`config.mk`:
```
export PLATFORM = sky130hd
export DESIGN_NAME = apple1_kbd_port
export DESIGN_NICKNAME = d
export VERILOG_FILES = /design/src/rtl/apple1_kbd_port.sv
export SDC_FILE = /design/constraint.sdc
export NUM_CORES = 1
export LEC_CHECK = 0
export CAP_MARGIN = 5
export CORE_AREA = 2 2 93 95
export DETAILED_ROUTE_END_ITERATION = 8
export DIE_AREA = 0 0 95 97
export PLACE_DENSITY = 0.65
export SETUP_SLACK_MARGIN = 0.1
export SLEW_MARGIN = 40
export SYNTH_ARGS = -nofsm -noshare
export SYNTH_HDL_FRONTEND = slang
export SYNTH_SLANG_ARGS = --single-unit
export TNS_END_PERCENT = 30
```
`constraint.sdc`:
```
create_clock -name clk7 -period 4.6 [get_ports clk7]
set_input_delay 1.38 -clock clk7 [delete_from_list [all_inputs] [get_ports clk7]]
set_output_delay 1.38 -clock clk7 [all_outputs]
set_load 0.03 [all_outputs]
```
`src/rtl/apple1_kbd_port.sv`:
```
// Apple-1 PIA keyboard port: key FIFO between the PS/2 decoder and the CPU reads of 0xD010/0xD011.
// Optional macro KBD_UPCASE_EN folds lower-case ASCII (0x61-0x7A) to upper case on entry.
module apple1_kbd_port #(
    parameter int unsigned FIFO_DEPTH = 8
) (
    input  logic       clk7,
    input  logic       rst_n,
    input  logic       cpu_clken,
    input  logic       key_valid,
    input  logic [6:0] key_ascii,
    input  logic       flush,
    input  logic       cs,
    input  logic       address,
    input  logic       we,
    output logic [7:0] dout,
    output logic       key_ready
);

    localparam int unsigned AW = $clog2(FIFO_DEPTH);
    localparam int unsigned PW = AW + 1;

    logic [PW-1:0] r_wr_ptr;
    logic [PW-1:0] r_rd_ptr;
    logic [PW-1:0] w_wr_nxt;
    logic [PW-1:0] w_rd_nxt;
    logic [6:0]    r_mem [FIFO_DEPTH];
    logic          r_overflow;
    logic          w_overflow_nxt;
    logic [7:0]    r_dout;
    logic [7:0]    w_dout_nxt;
    logic          r_key_ready;

    logic          w_empty;
    logic          w_full;
    logic          w_rd;
    logic          w_kbd_rd;
    logic          w_sr_rd;
    logic          w_pop;
    logic          w_push;
    logic          w_drop;
    logic [6:0]    w_code;

`ifdef KBD_UPCASE_EN
    assign w_code = (key_ascii >= 7'h61 && key_ascii <= 7'h7A) ? 7'(key_ascii - 7'h20) : key_ascii;
`else
    assign w_code = key_ascii;
`endif

    assign w_empty  = (r_wr_ptr == r_rd_ptr);
    assign w_full   = (r_wr_ptr[PW-1] != r_rd_ptr[PW-1]) &&
                      (r_wr_ptr[AW-1:0] == r_rd_ptr[AW-1:0]);

    assign w_rd     = cs & cpu_clken & ~we;
    assign w_kbd_rd = w_rd & ~address;
    assign w_sr_rd  = w_rd & address;
    assign w_pop    = w_kbd_rd & ~w_empty;
    // A pop on the same edge frees the slot, so a full buffer can still accept the key.
    assign w_push   = key_valid & (~w_full | w_pop);
    assign w_drop   = key_valid & w_full & ~w_pop;

    // Next-state for pointers, overflow flag and read data.
    always_comb begin
        w_wr_nxt       = r_wr_ptr;
        w_rd_nxt       = r_rd_ptr;
        w_overflow_nxt = r_overflow;
        w_dout_nxt     = r_dout;
        if (flush) begin
            w_wr_nxt       = '0;
            w_rd_nxt       = '0;
            w_overflow_nxt = 1'b0;
        end else begin
            if (w_push) begin
                w_wr_nxt = r_wr_ptr + PW'(1);
            end
            if (w_pop) begin
                w_rd_nxt = r_rd_ptr + PW'(1);
            end
            if (w_sr_rd) begin
                w_overflow_nxt = 1'b0;
            end
            // A drop after the status sample is a new event and must stay visible.
            if (w_drop) begin
                w_overflow_nxt = 1'b1;
            end
            if (w_kbd_rd) begin
                w_dout_nxt = w_pop ? {1'b1, r_mem[r_rd_ptr[AW-1:0]]} : 8'h00;
            end else if (w_sr_rd) begin
                w_dout_nxt = {~w_empty, r_overflow, 6'b0};
            end
        end
    end

    always_ff @(posedge clk7 or negedge rst_n) begin
        if (!rst_n) begin
            r_wr_ptr    <= '0;
            r_rd_ptr    <= '0;
            r_overflow  <= 1'b0;
            r_dout      <= 8'h00;
            r_key_ready <= 1'b0;
        end else begin
            r_wr_ptr    <= w_wr_nxt;
            r_rd_ptr    <= w_rd_nxt;
            r_overflow  <= w_overflow_nxt;
            r_dout      <= w_dout_nxt;
            r_key_ready <= (w_wr_nxt != w_rd_nxt);
        end
    end

    // Storage needs no reset: entries are only visible between the reset pointers.
    always_ff @(posedge clk7) begin
        if (w_push && !flush) begin
            r_mem[r_wr_ptr[AW-1:0]] <= w_code;
        end
    end

    assign dout      = r_dout;
    assign key_ready = r_key_ready;

endmodule

```
==> reports/results.txt, run 1 <==
status: complete, no violations
fmax: 0.2940 GHz
vias in the first global route: 1707
crit start category: input port
Die Wd: 95 um
drt first-iter violations: 133
PortBufs: 23
WL final: 5.460 mm
Remaining Overflow, GRT: 0
routed wire length per instance: 16.25 um
routability cong.: 0.7846
n_diodes: 0
initial antenna violation count: 0
CP Data Arrival Time: 3390 ps
post-DR vias/cell: 5.045
Worst-Margin Slew: 770.0 ps
reg2reg path depth: 5
CTS max path bufs: 2
GRT Util Overall: 0.1331
CTS resizes: 0
DP Wirelength: 3.836 mm
hold-fix buffer count after cts: 0
peak fanout along the critical path: 7
Cells after Synth: 198
final worst path period share: 0.7395
asr flop ratio synth: 0.2432
Layout Nets: 243
CTS Root Cell: clkbuf_8
Ys Warns: 0
H-Tree Level Count: 3
Detail Route Antenna Nets: 0
syn_nets: 215
peak supply drop: 0.1547 mV
leakage power: 0.001274 uW
CP Data Required Time: 4580 ps
worst hold path class: reg2reg
Synth top area share: 0.5296
mapped cell area: 3176 um^2
num rows: 33
Top Ports: 24
register-to-register setup slack: 1840 ps
placed instance count: 320
clk_lat worst skew: 350 ps
#FFs+latches synth: 74
Worst-path clk slew: 70 ps
Initial Utilization: 0.3904
crit path capture: r_mem[1][5]
clock sink total: 74
Max-cap violations: 0
Final Max Tran Viols: 0
critical path class: in2reg
core box area: 8134 um^2
crit path capture type: flip-flop
reg2reg start: r_rd_ptr[1]
Finished Layout Cells: 336
top cells by area, synth: edfxtp_1 53%, dfrtp_1 14%, mux4_2 9.9%, mux2i_1 2.8%, nor2_1 2.2%
Layout area overhead: 17.93%
DRC Markers: 0
post-synthesis sequential area ratio: 0.6714
die height: 97 um
largest net degree at the start of global routing: 19
die area: 9215 um^2
RSZ-0062 raised after global routing: false
EDFF count, synth: 56
TritonCTS buffer count: 9
setup TNS: 0 ps
reg2reg end: r_mem[1][5]
Top FF cell, synth: edfxtp_1
Final setup viols: 0
Yosys top cell by area: edfxtp_1
DRT Pass-1 Iters: 4
post-CTS setup buffer count: 0
global-route wire length before repair: 9.052 mm
critical path startpoint: address
Netlist cell types: 34
Vias: 1695
power density over the cells: 384.1 nW/um^2
Avg Synthesized Cell Area: 16.04 um^2
Power Total: 1438 uW
Layout Skew: 7.431 ps
Hold Violations, Final: 0
post-layout min period: 3402 ps
share of layout cells above drive strength 1: 0.1818
relative slew slack: 0.4866
CTS tree: done
worst min-delay path by stage:
stage	startpoint	end	slack [ps]	cells after the start
floorplan	r_wr_ptr[3]	r_wr_ptr[3]	530	2
global placement	dout[0]	dout[0]	470	2
detailed placement	dout[6]	dout[6]	470	2
CTS	dout[6]	dout[6]	490	2
global route	dout[5]	dout[5]	510	2
finish	dout[6]	dout[6]	480	2
cell type report:
class	count	area (um^2)
Tap cell	105	131.4
Multi-Input combinational cell	114	982.2
Fill cell	691	4389
Clock inverter	6	116.4
Sequential cell	74	2132
Timing Repair Buffer	27	255.2
Clock buffer	10	127.6
per-layer routing:
metal | vias up | global-route usage | part of all wire
li1 | 810 | - | -
met2 | 46 | 0.2024 | 0.47
met1 | 830 | 0.1783 | 0.46
met5 | - | 0 | 0
met3 | 9 | 0.04439 | 0.055
met4 | 0 | 0.04682 | 0.016
power breakdown:
part / internal (uW) / total, uW / switching (uW)
sequential: 733 / 743 / 9.62
clock: 363 / 595 / 232
combinational: 45.2 / 101 / 55.3
total: 1140 / 1440 / 297
stage by stage:
stage	utilization	hold slack [ps]	cell area, um^2	worst slack, ps
after floorplan	-	528.6	3176	1405
after global placement	0.4310	465.0	3506	910.6
after detailed placement	0.4304	470.8	3501	852.6
after CTS	0.4604	488.0	3745	1209
after global routing	0.4604	507.9	3745	1056
final	0.4604	479.9	3745	1198
worst max-delay path: stages:
cell             delay (ps)
clkdlybuf4s50_1         480
or2_1                   280
o21ai_2                 210
o21ai_2                 140
or3_1                   390
nor2_1                  500
registers in the layout, summed over array words and instances, names as in the netlist:
name	flops
r_overflow	1
r_wr_ptr	4
r_mem	56
key_ready	1
dout	8
r_rd_ptr	4
cell usage in the layout, fill, tap and decap left out, drive strengths merged, types with 2 or more instances in the layout:
cell	netlist	routed
dfrtp	18	18
xnor2	5	5
edfxtp	56	56
or3	3	3
nand3	2	2
nand2b	4	4
o21ai	11	11
buf	6	5
xor2	8	8
nor3	9	9
nor2	19	19
mux2i	9	9
clkinv	0	3
nor4	2	2
bufinv	0	3
mux4	14	14
a21oi	3	3
clkdlybuf4s50	0	22
ha	2	2
nand2	13	13
clkbuf	4	10
cell usage after synthesis, types with 2 or more instances:
cell type and count:
nor2_1 19, nor3_1 9, nand2b_1 4, buf_6 2, or3_1 2, a21oi_1 3
nor4_1 2, xor2_1 6, mux2i_1 9, mux4_2 14, clkbuf_1 3, buf_2 4
dfrtp_1 18, ha_1 2, nand2_1 13, nand3_1 2, xnor2_1 5, edfxtp_1 56
o21ai_0 9, o21ai_2 2
logic make-up after synthesis:
group | after synthesis | synth area share
compound gates | 19 | 0.04216
xor+xnor | 13 | 0.04413
fa+ha+maj | 2 | 0.007879
buf+inv | 10 | 0.01931
flops | 74 | 0.6714
mux | 23 | 0.1277
simple gates | 57 | 0.08747
No activity file was read; power rests on OpenSTA's default activity.
==> inputs of run 2 (changes only) <==
Clock period 4.6 ns to 3.54 ns, I/O delays scaled along.
==> reports/results.txt, run 2 (synthesis results as in run 1) <==
status: complete, no violations
CP Data Required Time: 3600 ps
initial antenna violation count: 0
Hold WS: 478.8 ps
power density over the cells: 463.6 nW/um^2
RSZ-0062 raised after global routing: false
TritonCTS buffer count: 9
placed instance count: 327
wl on met1: 2.728 mm
routed wire length per instance: 16.42 um
uppermost layer routed: met4
most common cell after layout, fill and taps aside: edfxtp_1
H-Tree Level Count: 3
CTS tree: done
global-route wire length before repair: 9.252 mm
CTS max path bufs: 2
vias in the first global route: 1733
met2 WL post-DR: 2.604 mm
Fillers: 703
reg2reg path depth: 6
drt first-iter violations: 108
Max-cap violations: 0
GRT Util Overall: 0.1349
DP Wirelength: 3.973 mm
peak fanout along the critical path: 7
clock sink total: 74
relative slew slack: 0.6184
largest net degree at the start of global routing: 19
Layout Skew: 11.82 ps
Worst-Margin Slew: 572.3 ps
Worst-path clk slew: 70 ps
Hold Violations, Final: 0
PortBufs: 23
post-layout min period: 2848 ps
Finished Layout Cells: 343
clk_lat worst skew: 350 ps
Vias: 1705
Final setup viols: 0
Final Max Tran Viols: 0
register-to-register setup slack: 1230 ps
PnR worst setup slack: 692.5 ps
leakage power: 0.001284 uW
DRT Pass-1 Iters: 4
final worst path period share: 0.8044
critical path class: in2reg
post-DR vias/cell: 4.971
crit start category: input port
Layout Nets: 250
fin util: 0.4609
Remaining Overflow, GRT: 0
crit path capture: r_mem[0][2]
hold-fix buffer count after cts: 0
num rows: 33
DRC Markers: 0
post-CTS setup buffer count: 0
reg2reg end: r_mem[0][2]
peak supply drop: 0.1562 mV
routability cong.: 0.7727
Layout area overhead: 18.05%
most frequent cells in the layout: 56 x edfxtp_1, 22 x clkdlybuf4s50_1, 19 x nor2_1, 18 x dfrtp_1, 14 x mux4_2
CP Data Arrival Time: 2900 ps
fmax: 0.3512 GHz
n_diodes: 0
CTS Root Cell: clkbuf_8
Initial Utilization: 0.3904
share of layout cells above drive strength 1: 0.2059
Detail Route Antenna Nets: 0
wire length on met3: 209 um
crit path capture type: flip-flop
CTS resizes: 0
worst hold path class: reg2reg
core box area: 8134 um^2
worst slack at placement: 340.5 ps
die area: 9215 um^2
Die Wd: 95 um
max reg flops: 56
die height: 97 um
Top Ports: 24
critical path startpoint: address
WL final: 5.633 mm
reg2reg start: r_rd_ptr[2]
setup TNS: 0 ps
run 2: changes by cell type in the layout (fill, tap and decap cells not counted), sizes merged:
cell,delta
buf,+7
bufinv,-2
clkinvlp,+2
run 2: worst min-delay path by stage:
stage,start,end,slack (ps),cells past startpoint
6_report,dout[4],dout[4],480,2
5_1_grt,dout[0],dout[0],510,2
4_1_cts,dout[4],dout[4],490,2
3_5_place_dp,dout[4],dout[4],470,2
3_3_place_gp,dout[4],dout[4],460,2
2_1_floorplan,r_wr_ptr[3],r_wr_ptr[3],530,2
run 2: stage by stage:
stage,total power (uW),area [um^2]
floorplan,1061,3176
CTS,1757,3749
detailed placement,1117,3553
global placement,1115,3558
global route,1806,3749
finish,1738,3749
run 2: cell type report:
| type | instances | area [um^2] | share of cell area |
|---|---|---|---|
| sequential | 74 | 2132 | 0.5688 |
| multi-input combinational | 114 | 982.2 | 0.2620 |
| timing repair buffer | 34 | 307.8 | 0.08211 |
| tap | 105 | 131.4 | 0.03505 |
| clock buffer | 10 | 127.6 | 0.03405 |
| clock inverter | 6 | 67.56 | 0.01802 |
run 2: worst max-delay path, stage by stage:
cell	delay (ps)
clkdlybuf4s50_1	470
or2_1	280
o21ai_2	220
o21ai_2	130
or3_1	390
nor3_1	160
buf_4	190
run 2: power breakdown:
| part | internal [uW] | switching (uW) | total (uW) |
|---|---|---|---|
| clock | 327 | 315 | 642 |
| combinational | 59.8 | 70.0 | 130 |
| sequential | 953 | 13.5 | 966 |
| total | 1340 | 399 | 1740 |
run 2: per-layer routing:
metal | vias to the layer above | GRT usage
met5 | - | 0
met2 | 38 | 0.1975
li1 | 818 | -
met1 | 841 | 0.1904
met3 | 8 | 0.03271
met4 | 0 | 0.06020
